--- config.mk ---
export PLATFORM = sky130hd
export DESIGN_NAME = pid_channel_scheduler
export DESIGN_NICKNAME = d
export VERILOG_FILES = /design/src/rtl/pid_sched_pkg.sv /design/src/rtl/pid_rr_arbiter.sv /design/src/rtl/pid_channel_scheduler.sv
export SDC_FILE = /design/constraint.sdc
export NUM_CORES = 1
export LEC_CHECK = 0
export CAP_MARGIN = 20
export CORE_MARGIN = 2
export CORE_UTILIZATION = 56
export CTS_CLUSTER_SIZE = 16
export DETAILED_ROUTE_END_ITERATION = 10
export DONT_BUFFER_PORTS = 1
export PLACE_DENSITY = 0.74
export SLEW_MARGIN = 20
export SYNTH_ARGS = -nofsm -noshare
export SYNTH_HDL_FRONTEND = slang
export SYNTH_SLANG_ARGS = --single-unit
--- constraint.sdc ---
create_clock -name clk -period 8.9 [get_ports clk]
set_clock_uncertainty 0.2 [all_clocks]
set_input_delay 2.67 -clock clk [delete_from_list [all_inputs] [get_ports clk]]
set_output_delay 2.67 -clock clk [all_outputs]
set_load 0.02 [all_outputs]
--- src/rtl/pid_sched_pkg.sv ---
// Shared types and constants for the time-shared PID scheduler.
// Holds the sequencer states, coefficient addresses and clamp limits.
package pid_sched_pkg;

    typedef enum logic [2:0] {
        ST_IDLE,
        ST_LOAD,
        ST_MUL_P,
        ST_MUL_I,
        ST_MUL_D,
        ST_ACC,
        ST_OUT
    } pid_state_e;

    localparam logic [1:0] ADDR_KP = 2'd0;
    localparam logic [1:0] ADDR_KI = 2'd1;
    localparam logic [1:0] ADDR_KD = 2'd2;

    localparam int UW_DEF = 15;

    function automatic longint sat_max(input int uw);
        return (longint'(1) <<< (uw - 1)) - 1;
    endfunction

    function automatic longint sat_min(input int uw);
        return -(longint'(1) <<< (uw - 1));
    endfunction

    localparam longint SAT_MAX = sat_max(UW_DEF);
    localparam longint SAT_MIN = sat_min(UW_DEF);

endpackage

--- src/rtl/pid_rr_arbiter.sv ---
// Round-robin request arbiter, purely combinational.
// Grants the lowest requesting index at or after the pointer.
module pid_rr_arbiter #(
    parameter int N  = 4,
    parameter int IW = $clog2(N)
) (
    input  logic [N-1:0]  req_i,
    input  logic [IW-1:0] ptr_i,
    output logic [N-1:0]  gnt_o,
    output logic [IW-1:0] idx_o,
    output logic          any_o
);

    int            c;
    logic [IW-1:0] c_idx;

    // Scan from the pointer, wrapping once, and keep the first hit.
    always_comb begin
        gnt_o = '0;
        idx_o = '0;
        any_o = 1'b0;
        c     = 0;
        c_idx = '0;
        for (int k = 0; k < N; k++) begin
            c = int'(ptr_i) + k;
            if (c >= N) c = c - N;
            c_idx = IW'(c);
            if (!any_o && req_i[c_idx]) begin
                any_o        = 1'b1;
                gnt_o[c_idx] = 1'b1;
                idx_o        = c_idx;
            end
        end
    end

endmodule

--- src/rtl/pid_channel_scheduler.sv ---
// Multi-channel incremental PID sharing one multiplier.
// Round-robin grants, per-channel history, saturated output.
module pid_channel_scheduler
    import pid_sched_pkg::*;
#(
    parameter int N_CH = 4,
    parameter int EW   = 12,
    parameter int CW   = 12,
    parameter int UW   = 15,
    parameter int FRAC = 8
) (
    input  logic                      clk,
    input  logic                      rst_n,
    input  logic [N_CH-1:0]           req,
    input  logic [N_CH*EW-1:0]        err_in,
    output logic [N_CH-1:0]           ack,
    input  logic [N_CH-1:0]           ch_clr,
    input  logic                      cfg_we,
    input  logic [1:0]                cfg_addr,
    input  logic [CW-1:0]             cfg_data,
    output logic                      out_valid,
    output logic [$clog2(N_CH)-1:0]   out_ch,
    output logic [UW-1:0]             out_uk,
    output logic                      busy
);

    localparam int IW = $clog2(N_CH);
    localparam int SW = EW + CW + 4;
    localparam int DW = EW + 2;
    localparam int PW = DW + CW;

    localparam logic signed [SW-1:0] UMAX = SW'(sat_max(UW));
    localparam logic signed [SW-1:0] UMIN = SW'(sat_min(UW));

    pid_state_e state_q, state_d;

    logic [IW-1:0]   ptr_q;
    logic [IW-1:0]   g_q;
    logic [N_CH-1:0] gnt_oh;
    logic [IW-1:0]   gnt_idx;
    logic            gnt_any;

    logic signed [CW-1:0] kp_q, ki_q, kd_q;
    logic signed [CW-1:0] kps_q, kis_q, kds_q;

    logic signed [EW-1:0] e1_q [N_CH];
    logic signed [EW-1:0] e2_q [N_CH];
    logic signed [UW-1:0] u1_q [N_CH];

    logic signed [EW-1:0] e0_q, e1s_q, e2s_q;
    logic signed [UW-1:0] u1s_q;
    logic signed [EW-1:0] err_sel;

    logic signed [DW-1:0] e0x, e1x, e2x;
    logic signed [DW-1:0] op_a;
    logic signed [CW-1:0] op_k;
    logic signed [PW-1:0] prod;
    logic signed [SW-1:0] sum_q, sum_d;
    logic signed [SW-1:0] d_uk, uk_full;
    logic signed [UW-1:0] uk_sat;

    logic [N_CH-1:0]      ack_q;
    logic                 out_valid_q;
    logic [IW-1:0]        out_ch_q;
    logic signed [UW-1:0] out_uk_q;

    pid_rr_arbiter #(
        .N  (N_CH),
        .IW (IW)
    ) u_arb (
        .req_i (req),
        .ptr_i (ptr_q),
        .gnt_o (gnt_oh),
        .idx_o (gnt_idx),
        .any_o (gnt_any)
    );

    // Sequencer state register.
    always_ff @(posedge clk or negedge rst_n) begin
        if (!rst_n) state_q <= ST_IDLE;
        else        state_q <= state_d;
    end

    // Next-state: wait for a grant, then walk the fixed schedule.
    always_comb begin
        state_d = state_q;
        unique case (state_q)
            ST_IDLE:  if (gnt_any) state_d = ST_LOAD;
            ST_LOAD:  state_d = ST_MUL_P;
            ST_MUL_P: state_d = ST_MUL_I;
            ST_MUL_I: state_d = ST_MUL_D;
            ST_MUL_D: state_d = ST_ACC;
            ST_ACC:   state_d = ST_OUT;
            ST_OUT:   state_d = ST_IDLE;
            default:  state_d = ST_IDLE;
        endcase
    end

    // Coefficient registers written by the config port.
    always_ff @(posedge clk or negedge rst_n) begin
        if (!rst_n) begin
            kp_q <= '0;
            ki_q <= '0;
            kd_q <= '0;
        end else if (cfg_we) begin
            case (cfg_addr)
                ADDR_KP: kp_q <= cfg_data;
                ADDR_KI: ki_q <= cfg_data;
                ADDR_KD: kd_q <= cfg_data;
                default: ;
            endcase
        end
    end

    // Latch the granted channel and advance the pointer past it.
    always_ff @(posedge clk or negedge rst_n) begin
        if (!rst_n) begin
            g_q   <= '0;
            ptr_q <= '0;
        end else begin
            if (state_q == ST_IDLE && gnt_any)
                g_q <= gnt_idx;
            if (state_q == ST_LOAD)
                ptr_q <= (g_q == IW'(N_CH - 1)) ? '0 : g_q + 1'b1;
        end
    end

    // Select the granted channel's error sample.
    always_comb begin
        err_sel = '0;
        for (int i = 0; i < N_CH; i++)
            if (g_q == IW'(i)) err_sel = err_in[i*EW +: EW];
    end

    // Snapshot operands so later clears/config cannot disturb the result.
    always_ff @(posedge clk or negedge rst_n) begin
        if (!rst_n) begin
            e0_q  <= '0;
            e1s_q <= '0;
            e2s_q <= '0;
            u1s_q <= '0;
            kps_q <= '0;
            kis_q <= '0;
            kds_q <= '0;
        end else if (state_q == ST_LOAD) begin
            e0_q  <= err_sel;
            e1s_q <= e1_q[g_q];
            e2s_q <= e2_q[g_q];
            u1s_q <= u1_q[g_q];
            kps_q <= kp_q;
            kis_q <= ki_q;
            kds_q <= kd_q;
        end
    end

    assign e0x = DW'(e0_q);
    assign e1x = DW'(e1s_q);
    assign e2x = DW'(e2s_q);

    // Operand mux for the single shared multiplier.
    always_comb begin
        op_a = '0;
        op_k = '0;
        unique case (state_q)
            ST_MUL_P: begin
                op_a = e0x - e1x;
                op_k = kps_q;
            end
            ST_MUL_I: begin
                op_a = e0x;
                op_k = kis_q;
            end
            ST_MUL_D: begin
                op_a = e0x - (e1x <<< 1) + e2x;
                op_k = kds_q;
            end
            default: ;
        endcase
    end

    assign prod = PW'(op_a) * PW'(op_k);

    // Product sum: first term overwrites, later terms accumulate.
    always_comb begin
        sum_d = sum_q;
        unique case (state_q)
            ST_MUL_P: sum_d = SW'(prod);
            ST_MUL_I: sum_d = sum_q + SW'(prod);
            ST_MUL_D: sum_d = sum_q + SW'(prod);
            default:  ;
        endcase
    end

    // Product sum register.
    always_ff @(posedge clk or negedge rst_n) begin
        if (!rst_n) sum_q <= '0;
        else        sum_q <= sum_d;
    end

    // Scale, add previous output at full width, then clamp.
    always_comb begin
        d_uk    = sum_q >>> FRAC;
        uk_full = SW'(u1s_q) + d_uk;
        if (uk_full > UMAX)      uk_sat = UMAX[UW-1:0];
        else if (uk_full < UMIN) uk_sat = UMIN[UW-1:0];
        else                     uk_sat = uk_full[UW-1:0];
    end

    // Registered handshake and result outputs.
    always_ff @(posedge clk or negedge rst_n) begin
        if (!rst_n) begin
            ack_q       <= '0;
            out_valid_q <= 1'b0;
            out_ch_q    <= '0;
            out_uk_q    <= '0;
        end else begin
            ack_q       <= (state_q == ST_IDLE && gnt_any) ? gnt_oh : '0;
            out_valid_q <= (state_q == ST_ACC);
            if (state_q == ST_ACC) begin
                out_ch_q <= g_q;
                out_uk_q <= uk_sat;
            end
        end
    end

    // History file: write-back wins over a same-cycle clear.
    always_ff @(posedge clk or negedge rst_n) begin
        if (!rst_n) begin
            for (int i = 0; i < N_CH; i++) begin
                e1_q[i] <= '0;
                e2_q[i] <= '0;
                u1_q[i] <= '0;
            end
        end else begin
            for (int i = 0; i < N_CH; i++) begin
                if (state_q == ST_OUT && g_q == IW'(i)) begin
                    e2_q[i] <= e1_q[i];
                    e1_q[i] <= e0_q;
                    u1_q[i] <= out_uk_q;
                end else if (ch_clr[i]) begin
                    e1_q[i] <= '0;
                    e2_q[i] <= '0;
                    u1_q[i] <= '0;
                end
            end
        end
    end

    assign ack       = ack_q;
    assign out_valid = out_valid_q;
    assign out_ch    = out_ch_q;
    assign out_uk    = out_uk_q;
    assign busy      = (state_q != ST_IDLE);

endmodule

# After elaboration in Yosys (flattened, before gate mapping)

Index checks and enable logic that the tools add are counted.

$lt $le $gt $ge: 15
Reduce and logical (&&, ||, !) cells: 28
Multiply operators: 1
$add $sub $neg: 13
Equal/unequal tests: 12
Multiplexer cells: 74
Bitwise operators: 4

Operators by type and width:

| kind                   | count |
|---|---|
| $mux W12               | 20 |
| $mux W15               | 12 |
| $pmux W28 S2           | 1 |
| $bmux W12 S2           | 2 |
| $pmux W14 S3           | 1 |
| $pmux W12 S3           | 1 |
| $bmux W15 S2           | 1 |
| $add A28 B26 Y28       | 1 |
| $mul A14 B12 Y26       | 1 |
| $add A15 B20 Y21       | 1 |
| $gt A21 B15 Y1 const B | 1 |
| $lt A21 B15 Y1 const B | 1 |
| $mux W4                | 5 |
| $mux W2                | 9 |
| $pmux W3 S6            | 1 |
| $add A14 B12 Y14       | 1 |
| $sub A12 B13 Y14       | 1 |
| $sub A12 B12 Y13       | 1 |
| $ge A3 B3 Y1 const B   | 4 |
| $logic_and A1 B1 Y1    | 12 |
| $lt A2 B3 Y1 const B   | 4 |
| $mux W1                | 12 |
| $or A4 B4 Y4           | 3 |
| $reduce_bool A2 Y1     | 5 |
| 22 further kinds       | 46 |

Register bits: 336

# Longest topological paths before layout

Gate-level depths: netlist (run 1).

Depth after elaboration: 16
Mapped depth: 42

# Hierarchy

From an unflattened synthesis (run 1), not the netlist that was laid out.

Cells, all modules: 2,726
Area, all modules: 25,692.1 um2

Modules (own cells, without submodules):

| module                | times used | area each (um2) | cells an instance |
|---|---|---|---|
| pid_channel_scheduler | 1          | 25,270.5        | 2,681 |
| pid_rr_arbiter        | 1          | 421.7           | 45 |

# Worst setup path after synthesis (run 1)

No wires, ideal clock.

Path type: register to register
Start point: reg e0_q[2]
End point: reg sum_q[27]
Stages on the path, launching flop included: 40
Arrival time: 9,526 ps
Data required time: 8,632 ps
Setup slack: -894 ps
Period minus slack after synthesis: 9,794 ps
Cell sequence: dfrtp_1 inv_1 fa_1 inv_1 ha_1 a21oi_1 o21ai_1 a211o_1 a2111oi_2 nor4_1 o211a_1 or3_1 clkbuf_1 o21ai_0 fa_1 inv_1 fa_1 fa_1 [... 4 more ...] ha_1 a21o_1 a21oi_1 o21a_1 o31ai_1 a21o_1 a211oi_1 nor2_1 ha_1 and4_1 nand4_1 or2_2 o211ai_1 o21ai_0 a21oi_1 o21ai_0 o32a_1 nand3_1

Longest elaborated chain between the ends: 6
Elaborated cells between the ends (all ways): 7

RTL lines:

| item                   | line                                                       | RTL |
|---|---|---|
| start, declared        | pid_channel_scheduler.sv:50                                | `logic signed [EW-1:0] e0_q, e1s_q, e2s_q;` |
| start signal, assigned | pid_channel_scheduler.sv:146                               | `e0_q <= err_sel;` |
| $sub A12 B13 Y14       | pid_channel_scheduler.sv:174                               | `op_a = e0x - (e1x <<< 1) + e2x;` |
| $add A14 B12 Y14       | pid_channel_scheduler.sv:174                               |  |
| $pmux W14 S3 *         | pid_channel_scheduler.sv:164                               | `unique case (state_q)` |
| $mul A14 B12 Y26 *     | pid_channel_scheduler.sv:181                               | `assign prod = PW'(op_a) * PW'(op_k);` |
| $add A28 B26 Y28       | pid_channel_scheduler.sv:188, pid_channel_scheduler.sv:189 |  |
| $pmux W28 S2 *         | pid_channel_scheduler.sv:186                               | `unique case (state_q)` |
| end signal, assigned   | pid_channel_scheduler.sv:197                               | `else sum_q <= sum_d;` |
| end, declared          | pid_channel_scheduler.sv:58                                | `logic signed [SW-1:0] sum_q, sum_d;` |

Every way passes the cells marked *; elsewhere a longest branch is shown, timed or not.
A chain may end at the register's enable or synchronous reset.

# Worst setup path after layout (run 1)

Start point: reg e2s_q[2]
End point: reg sum_q[27]

Longest elaborated chain between the ends: 5

RTL lines:

| item                   | line                                                       | RTL |
|---|---|---|
| start, declared        | pid_channel_scheduler.sv:50                                |  |
| start signal, assigned | pid_channel_scheduler.sv:148                               | `e2s_q <= e2_q[g_q];` |
| $add A14 B12 Y14 *     | pid_channel_scheduler.sv:174                               |  |
| $pmux W14 S3 *         | pid_channel_scheduler.sv:164                               |  |
| $mul A14 B12 Y26 *     | pid_channel_scheduler.sv:181                               |  |
| $add A28 B26 Y28       | pid_channel_scheduler.sv:188, pid_channel_scheduler.sv:189 |  |
| $pmux W28 S2 *         | pid_channel_scheduler.sv:186                               |  |

Marks and branches as above.

==> results.toml, run 1 <==
[run]
drv_cap = 0

[cts]
cts.sinks = 336
root_buffer = "clkbuf_16"
clock_path_buffers = 3
tritoncts = "built"
cts_inserted_buffers = 40
path_clk_slew_ps = 60
cts_max_level = 2
cts_hold_buffers = 0
clk_latency_ps = 580

[finish]
antenna_cells = 0
seqCellArea_sq_um = 8410
multi_input_area_sq_um = 16300
layout_common_cells = "nand2_1 (362), dfrtp_1 (333), inv_1 (279), o21ai_0 (252), buf_4 (247)"
final_common_cell = "nand2_1"
layout.cells.non_filler = 3540
fin_nets = 3300
drive_above_1_share_pct = 20.5
area_growth_pct = 16.9
fillCellCount = 3596
postLayoutCellArea_sq_um = 29900

[floorplan]
core_sq_um = 45300
die_h_microns = 218
io-pin-count = 96
start_util_pct = 56.5
die_x_microns = 218
dieArea_sq_um = 47400
row_count = 78

[global_route]
grt_pass1_vias = 21300
grt_max_degree = 337
grt.total_usage_pct = 30.2
antenna_found_initial = 1
grt_overflow_total = 0
grt_pass1_wl_mm = 113

[placement]
port_buffers = 0
gp_congestion = 0.941
hpwl_mm = 49.4
place_area_sq_um = 27800
placed_cells = 3437

[synth]
synth_cell_type_count = 74
synth_nets = 3126
yosys_warnings = 0
synth_seq_cells = 336
mappedNetlistArea_sq_um = 25600
ys_seq_area_share_pct = 32.9
synth-async-reset-ratio_pct = 100
synth_edf_count = 0
synth_top_flop_cell = "dfrtp_1"
synth_area_per_cell_sq_um = 9.35
postSynthCellCount = 2738

[setup_path]
crit_slowest_cell = "fa_1"
cp_data_arrival_time_ps = 9710
crit_start = "e2s_q[2]$_DFFE_PN0P_"
critPathRequiredTime_ps = 9210
crit_fanout = 5
crit_type = "reg2reg"
path_buf_inv = 10
max_stage_delay_ps = 540
crit_path_end_kind = "flip-flop"
crit_path_frequent_cell = "fa_1"
critPathTopFamily = "adder cells"
rr_startpoint = "e2s_q[2]$_DFFE_PN0P_"
startpoint_type = "flip-flop"

[sta]
hold_violations = 0
slew_violations = 0
slew_headroom_pct = 38.0
fmax_mhz = 106
worst_slew_pin_slew_ps = 930
rsz0062_at_grt = "yes"
min_period_over_period_pct = 106
layout_setup_ws_ps = -493
setup_tns_ps = -3060
setup_viol = 11
finalCriticalPeriod_ps = 9390

[worst_hold_path]
hold_path_class = "reg2reg"
hold_start = "kd_q[0]$_DFFE_PN0P_"

[status]
status = "finished with violations"
violations = "negative setup slack"

[drt]
routed_wl_mm = 70.4
via_per_inst = 5.84
drt_first_pass_iters = 6
drt_iter0_markers = 1502
drtAntennaViolNets = 0
vias = 20700
wl_per_cell_microns = 19.9
drc = 0
final cells by class:
class	instances	area share [%]
multi-input combinational	1978	54.4
sequential	336	28.1
clock inverter	20	0.882
timing repair buffer	262	6.76
clock buffer	50	3.64
inverter	294	3.71
tap	600	2.51
timing repair:
action                                  in CTS  in global routing
gates resized for setup                     64                 82
pin swaps                                   39                 38
setup buffers                               20                 15
endpoints found under the setup margin      14                 15
routing by layer:
metal	global-route usage [%]	vias up	share of wire [%]
li1	-	9496	-
met5	0	-	0
met1	40.6	10400	42
met4	8.57	0	2.6
met3	5.45	108	6.8
met2	50.5	654	49
cells by family after synthesis:
family	synth area share, %
AO/OA/AOI/OAI	14.0
AND/OR/NAND/NOR	15.3
buffers and inverters	6.39
XOR/XNOR	2.36
multiplexers	8.55
adder cells (fa/ha/maj)	20.5
flip-flops	32.9
metrics by stage:
step / util (%) / hold slack [ps] / worst slack (ps)
6_report: 66.1 / 299 / -493
5_1_grt: 66.1 / 314 / -952
4_1_cts: 65.1 / 303 / -406
3_5_place_dp: 61.3 / 290 / -541
3_3_place_gp: 61.3 / 281 / -407
2_1_floorplan: - / 267 / -0.360
Yosys cell counts, drive strengths merged (30+ instances only):
cell | instances | area (sq um)
nand2 | 363 | 1360
dfrtp | 336 | 8410
inv | 294 | 1100
o21ai | 291 | 1460
fa | 174 | 3480
nand2b | 169 | 1060
nor2 | 148 | 556
ha | 141 | 1760
a21oi | 121 | 606
clkbuf | 114 | 448
mux2 | 91 | 1020
xnor2 | 42 | 368
mux4 | 41 | 923
and2 | 30 | 190
path summary, 6_finish.rpt:
path | cells after the start | slack (ps) | endpoint
setup / recovery | 40 | -490 | sum_q[27]$_DFFE_PN0N_
min in group asynchronous | 0 | 1600 | u1_q[23]$_DFFE_PN0P_
setup reg to reg | 40 | -490 | sum_q[27]$_DFFE_PN0N_
max in group asynchronous | 0 | 6470 | ki_q[8]$_DFFE_PN0P_
hold reg to reg | 1 | 300 | kd_q[0]$_DFFE_PN0P_
hold / removal | 1 | 300 | kd_q[0]$_DFFE_PN0P_
flip-flops by register name, summed over array words and instances (netlist names), 15 cells and up:
register  cells
u1_q         60
e1_q         48
e2_q         48
sum_q        28
out_uk       15
u1s_q        15
Power of run 1 is left out: the tool's default activity adds up to more than one toggle a clock period on the data nets, which glitch-free logic cannot reach.
==> run 2, diff against run 1 <==
--- a/config.mk
+++ b/config.mk
@@ -5,7 +5,6 @@
 export SDC_FILE = /design/constraint.sdc
 export NUM_CORES = 1
 export LEC_CHECK = 0
-export CAP_MARGIN = 20
 export CORE_MARGIN = 2
 export CORE_UTILIZATION = 56
 export CTS_CLUSTER_SIZE = 16
==> results of run 2 <==
Same layout as run 1: the final DEF is identical, and so are final timing and power.
Power of run 2 is left out for the same reason.
==> run 3, diff against run 2 <==
--- a/config.mk
+++ b/config.mk
@@ -6,11 +6,11 @@
 export NUM_CORES = 1
 export LEC_CHECK = 0
 export CORE_MARGIN = 2
-export CORE_UTILIZATION = 56
+export CORE_UTILIZATION = 59
 export CTS_CLUSTER_SIZE = 16
 export DETAILED_ROUTE_END_ITERATION = 10
 export DONT_BUFFER_PORTS = 1
-export PLACE_DENSITY = 0.74
+export PLACE_DENSITY = 0.78
 export SLEW_MARGIN = 20
 export SYNTH_ARGS = -nofsm -noshare
 export SYNTH_HDL_FRONTEND = slang
==> run 3 against run 2 <==
- the flow still finishes with violations (negative setup slack)
- worst hold slack better by 2.2 ps
- core utilization up 3.1 points
- via count down 0.35%
- final area down 0.68%
- non-clock buffer count down 28
- critical path depth up 3
- flip-flop and latch count unchanged
- global-route usage up 1.7 points
- sequential share of layout area up 0.19 points
- highest routed layer unchanged
==> results.toml, run 3 (synthesis results as in run 1) <==
[status]
status = "finished with violations"
violations = "negative setup slack"

[finish]
top_register = "u1_q"
drive_above_1_share_pct = 20.1
fillCellCount = 3268
fin_nets = 3271
area_growth_pct = 16.1
layout_common_cells = "nand2_1 (360), dfrtp_1 (333), inv_1 (278), o21ai_0 (249), buf_4 (224)"
postLayoutCellArea_sq_um = 29700
multi_input_area_sq_um = 16300
seqCellArea_sq_um = 8410
final_common_cell = "nand2_1"
largest_reg_flops = 60
reg.largest.list = "u1_q (60), e1_q (48), e2_q (48)"
antenna_cells = 0
post-route-util_pct = 69.1

[sta]
min_period_over_period_pct = 105
setup_tns_ps = -2650
slew_violations = 0
finalCriticalPeriod_ps = 9310
rsz0062_at_grt = "yes"
worst_slew_pin_slew_ps = 935
setup_viol = 10
fmax_mhz = 107
hold_violations = 0
layout_setup_ws_ps = -414
slew_headroom_pct = 37.2

[cts]
clk_latency_ps = 560
tritoncts = "built"
root_buffer = "clkbuf_16"
clock_path_buffers = 3
cts_inserted_buffers = 38
path_clk_slew_ps = 60
cts.sinks = 336
cts_max_level = 2

[setup_path]
timing.rr.end = "sum_q[23]$_DFFE_PN0N_"
crit_type = "reg2reg"
cp_data_arrival_time_ps = 9550
critPathRequiredTime_ps = 9140
rr_startpoint = "e2s_q[2]$_DFFE_PN0P_"
r2r_slack_ps = -410
crit_slowest_cell = "fa_1"
crit_end = "sum_q[23]$_DFFE_PN0N_"
crit_fanout = 4
max_stage_delay_ps = 540
crit_start = "e2s_q[2]$_DFFE_PN0P_"
startpoint_type = "flip-flop"
reg2reg_depth = 43
crit_path_end_kind = "flip-flop"

[placement]
port_buffers = 0
gp_congestion = 0.956
place_area_sq_um = 27500
hpwl_mm = 48.7

[global_route]
grt_max_degree = 337
grt_overflow_total = 0
grt.total_usage_pct = 31.9
grt_pass1_wl_mm = 113
grt_pass1_vias = 21400
antenna_found_initial = 0

[floorplan]
dieArea_sq_um = 45100
core_sq_um = 43000
die_h_microns = 212
start_util_pct = 59.5
io-pin-count = 96
die_x_microns = 212
row_count = 76

[drt]
drt_iter0_markers = 1764
wl_per_cell_microns = 19.9
drc = 0
drt_first_pass_iters = 6
via_per_inst = 5.90
drtAntennaViolNets = 0
routed_wl_mm = 69.6
vias = 20600

[run]
drv_cap = 0

[worst_hold_path]
hold_path_class = "reg2reg"
## run 3: cell types whose count changed in the layout (fill, tap and decap cells not counted), sizes merged
cell / before / now
buf: 262 / 234
clkinvlp: 6 / 2
bufinv: 4 / 6
inv: 297 / 295
clkbuf: 50 / 49
clkinv: 7 / 8
or3: 17 / 18
## run 3: area by class of cell
cell class,instances,area share [%]
tap,585,2.46
multi-input combinational,1979,54.9
clock buffer,49,3.54
sequential,336,28.3
clock inverter,17,0.939
timing repair buffer,234,6.10
inverter,294,3.73
## run 3: how the worst min path moves through the flow
| stage | from | slack, ps | end | depth (start not counted) |
|---|---|---|---|---|
| after floorplan | e1_q[12]$_DFFE_PN0P_ | 270 | e2_q[12]$_DFFE_PN0P_ | 2 |
| after global placement | ki_q[1]$_DFFE_PN0P_ | 280 | kis_q[1]$_DFFE_PN0P_ | 1 |
| after detailed placement | ki_q[3]$_DFFE_PN0P_ | 290 | kis_q[3]$_DFFE_PN0P_ | 1 |
| after CTS | ki_q[3]$_DFFE_PN0P_ | 300 | kis_q[3]$_DFFE_PN0P_ | 1 |
| after global routing | ki_q[11]$_DFFE_PN0P_ | 310 | ki_q[11]$_DFFE_PN0P_ | 1 |
| final | kp_q[3]$_DFFE_PN0P_ | 300 | kp_q[3]$_DFFE_PN0P_ | 1 |
## run 3: stage by stage
step | hold slack [ps] | instances | setup slack [ps]
after global placement | 281 | 3390 | -386
after floorplan | 267 | 2738 | -0.360
final | 301 | 3494 | -414
after CTS | 301 | 3475 | -351
after detailed placement | 288 | 3390 | -668
after global routing | 315 | 3494 | -758
## run 3: metal layers
layer / track usage [%] / routed length [microns]
met1: 43.6 / 29700
met3: 4.96 / 4310
met4: 9.93 / 1940
met2: 52.7 / 33700
met5: 0 / 0
## run 3: what timing repair did
action / in CTS / in global routing
pin swaps: 43 / 51
setup buffers: 19 / 20
gates cloned: 1 / 0
endpoints found under the hold margin: 0 / 0
hold buffers: 0 / 0
gates resized for setup: 65 / 86
setup endpoints to repair: 12 / 15
## run 3: worst max-delay path, delay by kind of cell (launching register included)
kind	cells	cell delay [ps]
fa+ha+maj	9	3620
compound gates	16	2870
buf+inv	11	1190
simple gates	5	590
xor+xnor	2	390
flops	1	340
Power of run 3 is left out for the same reason.
